[src/rtl/mips_pkg.sv]
// mips_pkg: shared MIPS encoding definitions.
// The core control decoder uses the same op enum, opcode constants and funct
// constants, so the encoder and the decoder stay in step.
// encode() builds one 32-bit instruction word from an abstract op.
package mips_pkg;

    // Legal abstract ops. in_op[3] set means the op is illegal.
    typedef enum logic [2:0] {
        OP_ADD = 3'd0,
        OP_SUB = 3'd1,
        OP_AND = 3'd2,
        OP_OR  = 3'd3,
        OP_SLT = 3'd4,
        OP_LW  = 3'd5,
        OP_SW  = 3'd6,
        OP_BEQ = 3'd7
    } op_t;

    localparam logic [5:0] OPC_RTYPE = 6'h00;
    localparam logic [5:0] OPC_LW    = 6'h23;
    localparam logic [5:0] OPC_SW    = 6'h2B;
    localparam logic [5:0] OPC_BEQ   = 6'h04;

    localparam logic [5:0] FUNCT_ADD = 6'h20;
    localparam logic [5:0] FUNCT_SUB = 6'h22;
    localparam logic [5:0] FUNCT_AND = 6'h24;
    localparam logic [5:0] FUNCT_OR  = 6'h25;
    localparam logic [5:0] FUNCT_SLT = 6'h2A;

    function automatic logic [31:0] encode(
        input op_t         op,
        input logic [4:0]  rs,
        input logic [4:0]  rt,
        input logic [4:0]  rd,
        input logic [15:0] imm
    );
        logic [31:0] w;
        w = '0;
        case (op)
            OP_ADD: w = {OPC_RTYPE, rs, rt, rd, 5'd0, FUNCT_ADD};
            OP_SUB: w = {OPC_RTYPE, rs, rt, rd, 5'd0, FUNCT_SUB};
            OP_AND: w = {OPC_RTYPE, rs, rt, rd, 5'd0, FUNCT_AND};
            OP_OR:  w = {OPC_RTYPE, rs, rt, rd, 5'd0, FUNCT_OR};
            OP_SLT: w = {OPC_RTYPE, rs, rt, rd, 5'd0, FUNCT_SLT};
            OP_LW:  w = {OPC_LW, rs, rt, imm};
            OP_SW:  w = {OPC_SW, rs, rt, imm};
            OP_BEQ: w = {OPC_BEQ, rs, rt, imm};
            default: w = '0;
        endcase
        return w;
    endfunction

endpackage

[src/rtl/instr_fifo.sv]
// instr_fifo: synchronous FIFO, DEPTH x WIDTH, first-word-fall-through head.
// Ports:
//   clk, reset    clock and synchronous active-high reset (empties the FIFO)
//   push, wdata   write an entry (caller guarantees !full)
//   pop           drop the head entry (caller guarantees !empty)
//   rdata         current head entry
//   full, empty   occupancy flags
//   count         current occupancy, 0..DEPTH
module instr_fifo #(
    parameter int unsigned DEPTH = 4,
    parameter int unsigned WIDTH = 32
) (
    input  logic                     clk,
    input  logic                     reset,
    input  logic                     push,
    input  logic                     pop,
    input  logic [WIDTH-1:0]         wdata,
    output logic [WIDTH-1:0]         rdata,
    output logic                     full,
    output logic                     empty,
    output logic [$clog2(DEPTH):0]   count
);

    localparam int unsigned AW = $clog2(DEPTH);

    logic [WIDTH-1:0] mem [DEPTH];
    logic [AW-1:0]    wr_ptr;
    logic [AW-1:0]    rd_ptr;
    logic [AW:0]      cnt;

    // Storage needs no reset: rdata is only meaningful while !empty.
    always_ff @(posedge clk) begin
        if (push) begin
            mem[wr_ptr] <= wdata;
        end
    end

    // DEPTH is a power of two, so the pointers wrap by plain overflow.
    always_ff @(posedge clk) begin
        if (reset) begin
            wr_ptr <= '0;
            rd_ptr <= '0;
            cnt    <= '0;
        end else begin
            if (push) wr_ptr <= wr_ptr + 1'b1;
            if (pop)  rd_ptr <= rd_ptr + 1'b1;
            case ({push, pop})
                2'b10:   cnt <= cnt + 1'b1;
                2'b01:   cnt <= cnt - 1'b1;
                default: cnt <= cnt;
            endcase
        end
    end

    assign rdata = mem[rd_ptr];
    assign full  = (cnt == (AW+1)'(DEPTH));
    assign empty = (cnt == '0);
    assign count = cnt;

endmodule

[src/rtl/mips_instr_encoder.sv]
// mips_instr_encoder: accepts abstract ops over valid/ready, encodes them to
// MIPS words, buffers them in instr_fifo and streams them into imem.
// Ports:
//   clk, reset, clear    clock, sync active-high reset, sync soft clear (same effect)
//   in_valid/in_ready    op handshake; in_op/in_rs/in_rt/in_rd/in_imm op fields
//   finish               no more ops: drain the FIFO then report done
//   imem_we/addr/wdata   instruction memory write port; imem_stall holds it
//   words                number of words written so far
//   done                 drained after finish
//   mem_full             MEM_WORDS words written
//   err_illegal          sticky: an illegal op was accepted
module mips_instr_encoder
    import mips_pkg::*;
#(
    parameter int unsigned DEPTH     = 4,
    parameter int unsigned MEM_WORDS = 64,
    parameter logic [31:0] BASE_ADDR = 32'h0
) (
    input  logic                        clk,
    input  logic                        reset,
    input  logic                        clear,
    input  logic                        in_valid,
    output logic                        in_ready,
    input  logic [3:0]                  in_op,
    input  logic [4:0]                  in_rs,
    input  logic [4:0]                  in_rt,
    input  logic [4:0]                  in_rd,
    input  logic [15:0]                 in_imm,
    input  logic                        finish,
    output logic                        imem_we,
    output logic [31:0]                 imem_addr,
    output logic [31:0]                 imem_wdata,
    input  logic                        imem_stall,
    output logic [$clog2(MEM_WORDS):0]  words,
    output logic                        done,
    output logic                        mem_full,
    output logic                        err_illegal
);

    localparam int unsigned CW = $clog2(DEPTH) + 1;
    localparam int unsigned WW = $clog2(MEM_WORDS) + 1;

    typedef enum logic [1:0] {
        ST_LOAD,
        ST_DRAIN,
        ST_FULL,
        ST_DONE
    } state_t;

    state_t         state;
    state_t         state_nxt;

    logic           flush;
    logic           fifo_full;
    logic           fifo_empty;
    logic [CW-1:0]  fifo_count;
    logic [31:0]    fifo_head;
    logic [31:0]    enc_word;
    logic [WW:0]    outstanding;
    logic           accept;
    logic           legal;
    logic           push;
    logic           last_write;

    assign flush = reset | clear;

    // Words already written plus words still queued; one extra bit so the
    // sum cannot overflow before the compare against MEM_WORDS.
    assign outstanding = {1'b0, words} + (WW+1)'(fifo_count);

    assign in_ready = (state == ST_LOAD) && !fifo_full &&
                      (outstanding < (WW+1)'(MEM_WORDS)) && !finish;

    assign accept   = in_valid && in_ready;
    assign legal    = !in_op[3];
    assign push     = accept && legal;
    assign enc_word = encode(op_t'(in_op[2:0]), in_rs, in_rt, in_rd, in_imm);

    instr_fifo #(
        .DEPTH (DEPTH),
        .WIDTH (32)
    ) u_fifo (
        .clk   (clk),
        .reset (flush),
        .push  (push),
        .pop   (imem_we),
        .wdata (enc_word),
        .rdata (fifo_head),
        .full  (fifo_full),
        .empty (fifo_empty),
        .count (fifo_count)
    );

    assign imem_we    = !fifo_empty && !imem_stall &&
                        ((state == ST_LOAD) || (state == ST_DRAIN));
    assign imem_wdata = fifo_empty ? '0 : fifo_head;
    assign imem_addr  = BASE_ADDR + (32'(words) << 2);
    assign last_write = imem_we && (words == WW'(MEM_WORDS - 1));

    // FULL wins over both the finish transition and DONE on the same edge.
    always_comb begin
        state_nxt = state;
        case (state)
            ST_LOAD: begin
                if (last_write)  state_nxt = ST_FULL;
                else if (finish) state_nxt = ST_DRAIN;
            end
            ST_DRAIN: begin
                if (last_write)      state_nxt = ST_FULL;
                else if (fifo_empty) state_nxt = ST_DONE;
            end
            ST_FULL:  state_nxt = ST_FULL;
            ST_DONE:  state_nxt = ST_DONE;
            default:  state_nxt = ST_LOAD;
        endcase
    end

    always_ff @(posedge clk) begin
        if (flush) begin
            state       <= ST_LOAD;
            words       <= '0;
            err_illegal <= 1'b0;
        end else begin
            state <= state_nxt;
            if (imem_we) words <= words + 1'b1;
            if (accept && !legal) err_illegal <= 1'b1;
        end
    end

    assign done     = (state == ST_DONE);
    assign mem_full = (state == ST_FULL);

endmodule

[config.mk]
export PLATFORM = sky130hd
export DESIGN_NAME = mips_instr_encoder
export DESIGN_NICKNAME = d
export VERILOG_FILES = /design/src/rtl/mips_pkg.sv /design/src/rtl/instr_fifo.sv /design/src/rtl/mips_instr_encoder.sv
export SDC_FILE = /design/constraint.sdc
export NUM_CORES = 1
export LEC_CHECK = 0
export CAP_MARGIN = 15
export CORE_UTILIZATION = 52
export CTS_CLUSTER_DIAMETER = 30
export DETAILED_ROUTE_END_ITERATION = 16
export MAX_ROUTING_LAYER = met4
export PLACE_DENSITY = 0.83
export SLEW_MARGIN = 5
export SYNTH_ARGS = -nofsm -noshare
export SYNTH_HDL_FRONTEND = slang
export SYNTH_SLANG_ARGS = --single-unit
export TNS_END_PERCENT = 10
[constraint.sdc]
create_clock -name clk -period 3.1 [get_ports clk]
set_clock_uncertainty 0.15 [all_clocks]
set_input_delay 0.465 -clock clk [delete_from_list [all_inputs] [get_ports clk]]
set_output_delay 0.465 -clock clk [all_outputs]
set_load 0.005 [all_outputs]
---- Word-level counts from Yosys, hierarchy flattened ----
Memories as Yosys holds them, arrays and structs flattened. A register that Yosys moved wholly into a read port is not among the register bits.
Index checks and enable logic that the tools add are counted.
word-level totals
  flip-flop bits (word level) ............. 17
  bits in writable memories ............... 128
  input bits .............................. 41
  output and inout bits ................... 76
  memories ................................ 1
operators by class
  add/sub/neg operators ................... 6
  magnitude comparators ................... 1
  equal/unequal tests ..................... 16
  mux-type cells .......................... 12
  bitwise gates (word level) .............. 1
  reductions and logical operators ........ 20
memory list
  name        words  bits a word  read ports  clocked after Yosys merged registers in  write ports  RTL line          RTL
  u_fifo.mem  4      32           1           1                                        1            instr_fifo.sv:26  logic [WIDTH-1:0] mem [DEPTH];
operator list
  kind                                                                           count
  32-bit case mux with 8 select lines                                            1
  32-bit two-way mux                                                             1
  3-bit == test (second input constant)                                          5
  2-bit two-way mux                                                              6
  1-bit logical AND                                                              9
  7-bit by 3-bit adder with 8-bit output                                         1
  8-bit by 7-bit less-than comparator with 1-bit output (second input constant)  1
  2-bit case mux with 4 select lines                                             1
  7-bit by 1-bit adder with 7-bit output (second input constant)                 1
  7-bit by 6-bit == test with 1-bit output (second input constant)               1
  2-bit == test (second input constant)                                          3
  3-bit by 2-bit == test with 1-bit output (second input constant)               2
  3-bit logical NOT                                                              2
  3-bit inequality test (second input constant)                                  2
  3-bit case mux with 2 select lines                                             1
  1-bit logical NOT                                                              5
  2-bit by 1-bit adder with 2-bit output (second input constant)                 2
  2-bit by 1-bit == test with 1-bit output (second input constant)               2
  3-bit by 1-bit adder with 3-bit output (second input constant)                 1
  3-bit by 1-bit == test with 1-bit output (second input constant)               1
  3-bit by 1-bit subtractor with 3-bit output (second input constant)            1
  2-bit logical NOT                                                              1
  1-bit two-way mux                                                              2
  2-bit AND reduction                                                            1
  3 further kinds                                                                3

---- Logic depth before layout (Yosys ltp) ----
  depth after elaboration ................. 9
  depth in mapped cells ................... 11
  gate-level depth less buffers ........... 11

---- By module ----
From an unflattened synthesis, not the netlist that was laid out.
unflattened totals
  cells, all modules ...................... 374
  area total of the unflattened synthesis .. 6262.3 µm²
modules (own cells, without submodules)
  module              times used  cells each  area each (µm²)
  instr_fifo          1           214         5092.4
  mips_instr_encoder  1           160         1169.9

---- Least setup slack after synthesis ----
No wires, ideal clock.
  path kind ............................... reg-to-reg
  from .................................... register u_fifo.cnt[2], in the netlist u_fifo.count[2]
  to ...................................... register u_fifo.cnt[2], in the netlist u_fifo.count[2]
  library setup time ...................... 0.070 ns
  arrival ................................. 2.322 ns
  data required time ...................... 2.880 ns
  slack ................................... 0.558 ns
  stages on the path, launching flop included .. 12
  path buffers ............................ 0
  period minus slack after synthesis ...... 2.542 ns
  path through ............................ dfxtp_1 -> ha_1 -> nand4_1 -> a21oi_1 -> nor2_1 -> inv_1 -> ha_1 -> inv_1 -> fa_1 -> xor2_1 -> or3_1 -> a21oi_1
on the way
  longest elaborated chain between the ends .. 9
ends and longest elaborated chain
  item                                                                            RTL line          RTL
  from (decl)                                                                     instr_fifo.sv:29  logic [AW:0] cnt;
  from (signal assigned)                                                          instr_fifo.sv:48  2'b10: cnt <= cnt + 1'b1;
  from (signal assigned)                                                          instr_fifo.sv:49  2'b01: cnt <= cnt - 1'b1;
  from (signal assigned)                                                          instr_fifo.sv:50  default: cnt <= cnt;
  branches (longest 9 deep; another with 7-bit by 3-bit adder with 8-bit output)  --
Parallel ways; which one is timed is not known.
A chain may end at the register's enable or synchronous reset.

---- Final worst setup path ----
  from .................................... register u_fifo.cnt[2], in the netlist u_fifo.count[2]
  to ...................................... output port in_ready
on the way
  longest elaborated chain between the ends .. 5
ends and longest elaborated chain
  item                                                                            RTL line                  RTL
  branches (longest 3 deep; another with 7-bit by 3-bit adder with 8-bit output)  --
  1-bit logical AND *                                                             mips_instr_encoder.sv:71  assign in_ready = (state == ST_LOAD) && !fifo_full &&
  1-bit logical AND *                                                             mips_instr_encoder.sv:72  (outstanding < (WW+1)'(MEM_WORDS)) && !finish;
  to (decl)                                                                       mips_instr_encoder.sv:23  output logic in_ready,
Mark *: on every way between the ends.

==> impl_metrics.toml <==
[critical_path]
cp_max_fo = 8
start_kind = "flip-flop"
cp_num_buf_inv = 1
cp-end-kind = "output pin"
cpLargestDelayFamily = "compound AO/OA/AOI/OAI gates"
slowest_delay_ns = 0.55
ff2ff_path_depth = 11
worst_path_max_delay_cell = "clkdlybuf4s50_1"
cp.arrival_ns = 2.39
cpMostUsedCell = "a21oi_1"
r2r_slack_ns = 0.22
worstPathRequired_ns = 2.48
path_class = "reg2out"
r2r-end = "u_fifo.count[2]"
path_cells = "ha_1, a21oi_1, a21oi_1, a211oi_2, clkdlybuf4s50_1"
r2r_start = "u_fifo.count[2]"

[route]
drtPass1Iterations = 4
drt.antenna.violating_nets = 0
drc = 0
first_iter_violations = 187
wire_per_inst_um = 18.3
wl_mm = 11.5
avgViaCountPerCell = 5.38
vias = 3370

[clock_network]
clock_latency_ns = 0.51
cts_sinks = 135
cts_tree = "built"
clk_path_buf_depth = 2
htree_levels = 4
root_buffer = "clkbuf_8"
post_cts_buffers = 0
numCtsBuffers = 17
path_clk_slew_ns = 0.06

[yosys]
syn_inst = 376
syn-cell-area_mm2 = 0.00584
synth_cell_types = 40
synth_area_leader_cell = "edfxtp_1"
synthArstFlopShare = 0
synth_edf_count = 116
synth.area.top_cells = "edfxtp_1 (60%), mux4_2 (11%), dfxtp_1 (6.5%)"
synth_warnings = 0
yosys-top-cells-count = "edfxtp_1 (116), and2_1 (36), buf_4 (36), mux4_2 (29), dfxtp_1 (19)"
synth.avg_cell_area_um2 = 15.5
synthMostInstantiatedCell = "edfxtp_1"
synth_seq_cells = 135
ys_seq_area_frac = 0.661
synth_top_area_frac = 0.596
ys.flop_type = "edfxtp_1"

[grt]
grt_antenna_before_repair = 0
grt_start_max_net_pins = 22
grt_pass1_vias = 3428
grt.overflow.total = 0
grt_use_total = 0.219
grt_pass1_wl_mm = 17.7

[power]
intPower_mw = 3.49
combPwrFrac = 0.047
vdd_drop_max_mv = 0.406
seq_power_share = 0.464
power_switching_mw = 0.821
power.density_mw_per_mm2 = 575
power_leakage_nw = 2.56
p_sw_frac = 0.190
clkPwrFrac = 0.489

[place]
gp_congestion = 0.764
dp.cells = 593
portBuffers = 90
hpwl_mm = 7.15

[run_status]
status = "completed"

[floorplan]
dieHeight_um = 108
num_rows = 38
initial_core_util = 0.537
die_area_mm2 = 0.0117
num_io_pins = 117
core_mm2 = 0.0109
die_w_um = 108

[cells_and_area]
layout-drive-gt1-share = 0.179
fin_nets = 523
diodes = 0
area_growth_pct = 28.3
stdcell_count = 626

[timing]
setup-tns-final_ns = 0
period_share = 0.969
setup_violations = 0
finalCriticalPeriod_ns = 3.00
clock.fmax_ghz = 0.333
rsz0062_at_grt = "false"
maxSlewViolCount = 0
hold_violations = 0

[flow_run]
cap_viol_max_count = 0

[min_path]
whs_path_depth = 1
worstHoldPathType = "reg2reg"
holdPathEnd = "err_illegal"
hp-start = "err_illegal"
-- routing by layer --
layer | global-route usage | up-vias | part of all wire
met2 | 0.352 | 124 | 0.50
met4 | 0.0890 | 0 | 0.016
met5 | - | - | 0
li1 | - | 1534 | -
met1 | 0.266 | 1692 | 0.43
met3 | 0.0567 | 20 | 0.052
-- per-stage QoR --
| step | hold slack [ns] | util | setup slack [ns] | total power, mW | cell area [um2] |
|---|---|---|---|---|---|
| 2_1_floorplan | 0.324 | - | 0.558 | 2.15 | 5940 |
| 3_3_place_gp | 0.321 | 0.630 | 0.204 | 2.23 | 6860 |
| 5_1_grt | 0.387 | 0.689 | 0.00367 | 4.43 | 7500 |
| 4_1_cts | 0.356 | 0.688 | 0.0390 | 4.34 | 7490 |
| 3_5_place_dp | 0.332 | 0.630 | 0.0846 | 2.24 | 6860 |
| 6_report | 0.349 | 0.689 | 0.0968 | 4.31 | 7500 |
-- power groups by stage --
stage | logic (mW) | registers (mW) | clock network [mW]
detailed placement | 0.200 | 2.04 | 0
global placement | 0.194 | 2.04 | 0
finish | 0.204 | 2.00 | 2.11
CTS | 0.204 | 2.00 | 2.14
global route | 0.224 | 2.00 | 2.21
floorplan | 0.116 | 2.04 | 0
-- layout by cell type, fill, tap and decap left out, types with 10 or more instances in the layout --
master and instances:
conb_1 26, inv_1 10, edfxtp_1 116, dfxtp_1 15, clkdlybuf4s50_1 90, clkbuf_16 16, and2_1 36, a21oi_1 13
mux4_2 29, nor2_1 17, nand2_1 18
-- final cells by class --
cell class / count / area, um2
multi-input cells: 205 / 1710
clock inverters: 11 / 198
well taps: 140 / 175
fillers: 725 / 3390
repair buffers: 104 / 1080
inverters: 10 / 37.5
flip-flops and latches: 135 / 3870
clock buffers: 21 / 429
-- registers in the layout, indices dropped and copies added, names as in the netlist, named ones only --
signal,count
u_fifo.mem,116
err_illegal,1
u_fifo.count,3
u_fifo.wr_ptr,2
u_fifo.rd_ptr,2
words,7
state,1
-- how the worst max path moves through the flow --
stage / end / slack, ns / cells after the start / startpoint
after floorplan: u_fifo.count[2] / 0.56 / 11 / u_fifo.count[2]
after global placement: u_fifo.count[2] / 0.20 / 11 / finish
after detailed placement: u_fifo.count[2] / 0.08 / 11 / finish
after CTS: in_ready / 0.04 / 5 / words[2]
after global routing: in_ready / 0.004 / 5 / u_fifo.count[2]
final: in_ready / 0.1 / 5 / u_fifo.count[2]
-- logic make-up after synthesis --
| kind of cell | share of synthesized area |
|---|---|
| AO/OA/AOI/OAI | 0.0291 |
| XOR/XNOR | 0.0150 |
| adder cells (fa/ha/maj) | 0.0206 |
| buffers and inverters | 0.0632 |
| flip-flops | 0.661 |
| multiplexers | 0.115 |
| other | 0.000642 |
| AND/OR/NAND/NOR | 0.0949 |
-- what timing repair did --
| action | in CTS | in global routing |
|---|---|---|
| hold buffers | 0 | 0 |
| endpoints found under the setup margin | 1 | 16 |
| pin swaps | 0 | 0 |
| resized for setup | 1 | 3 |
(Power assumes the default switching activity.)
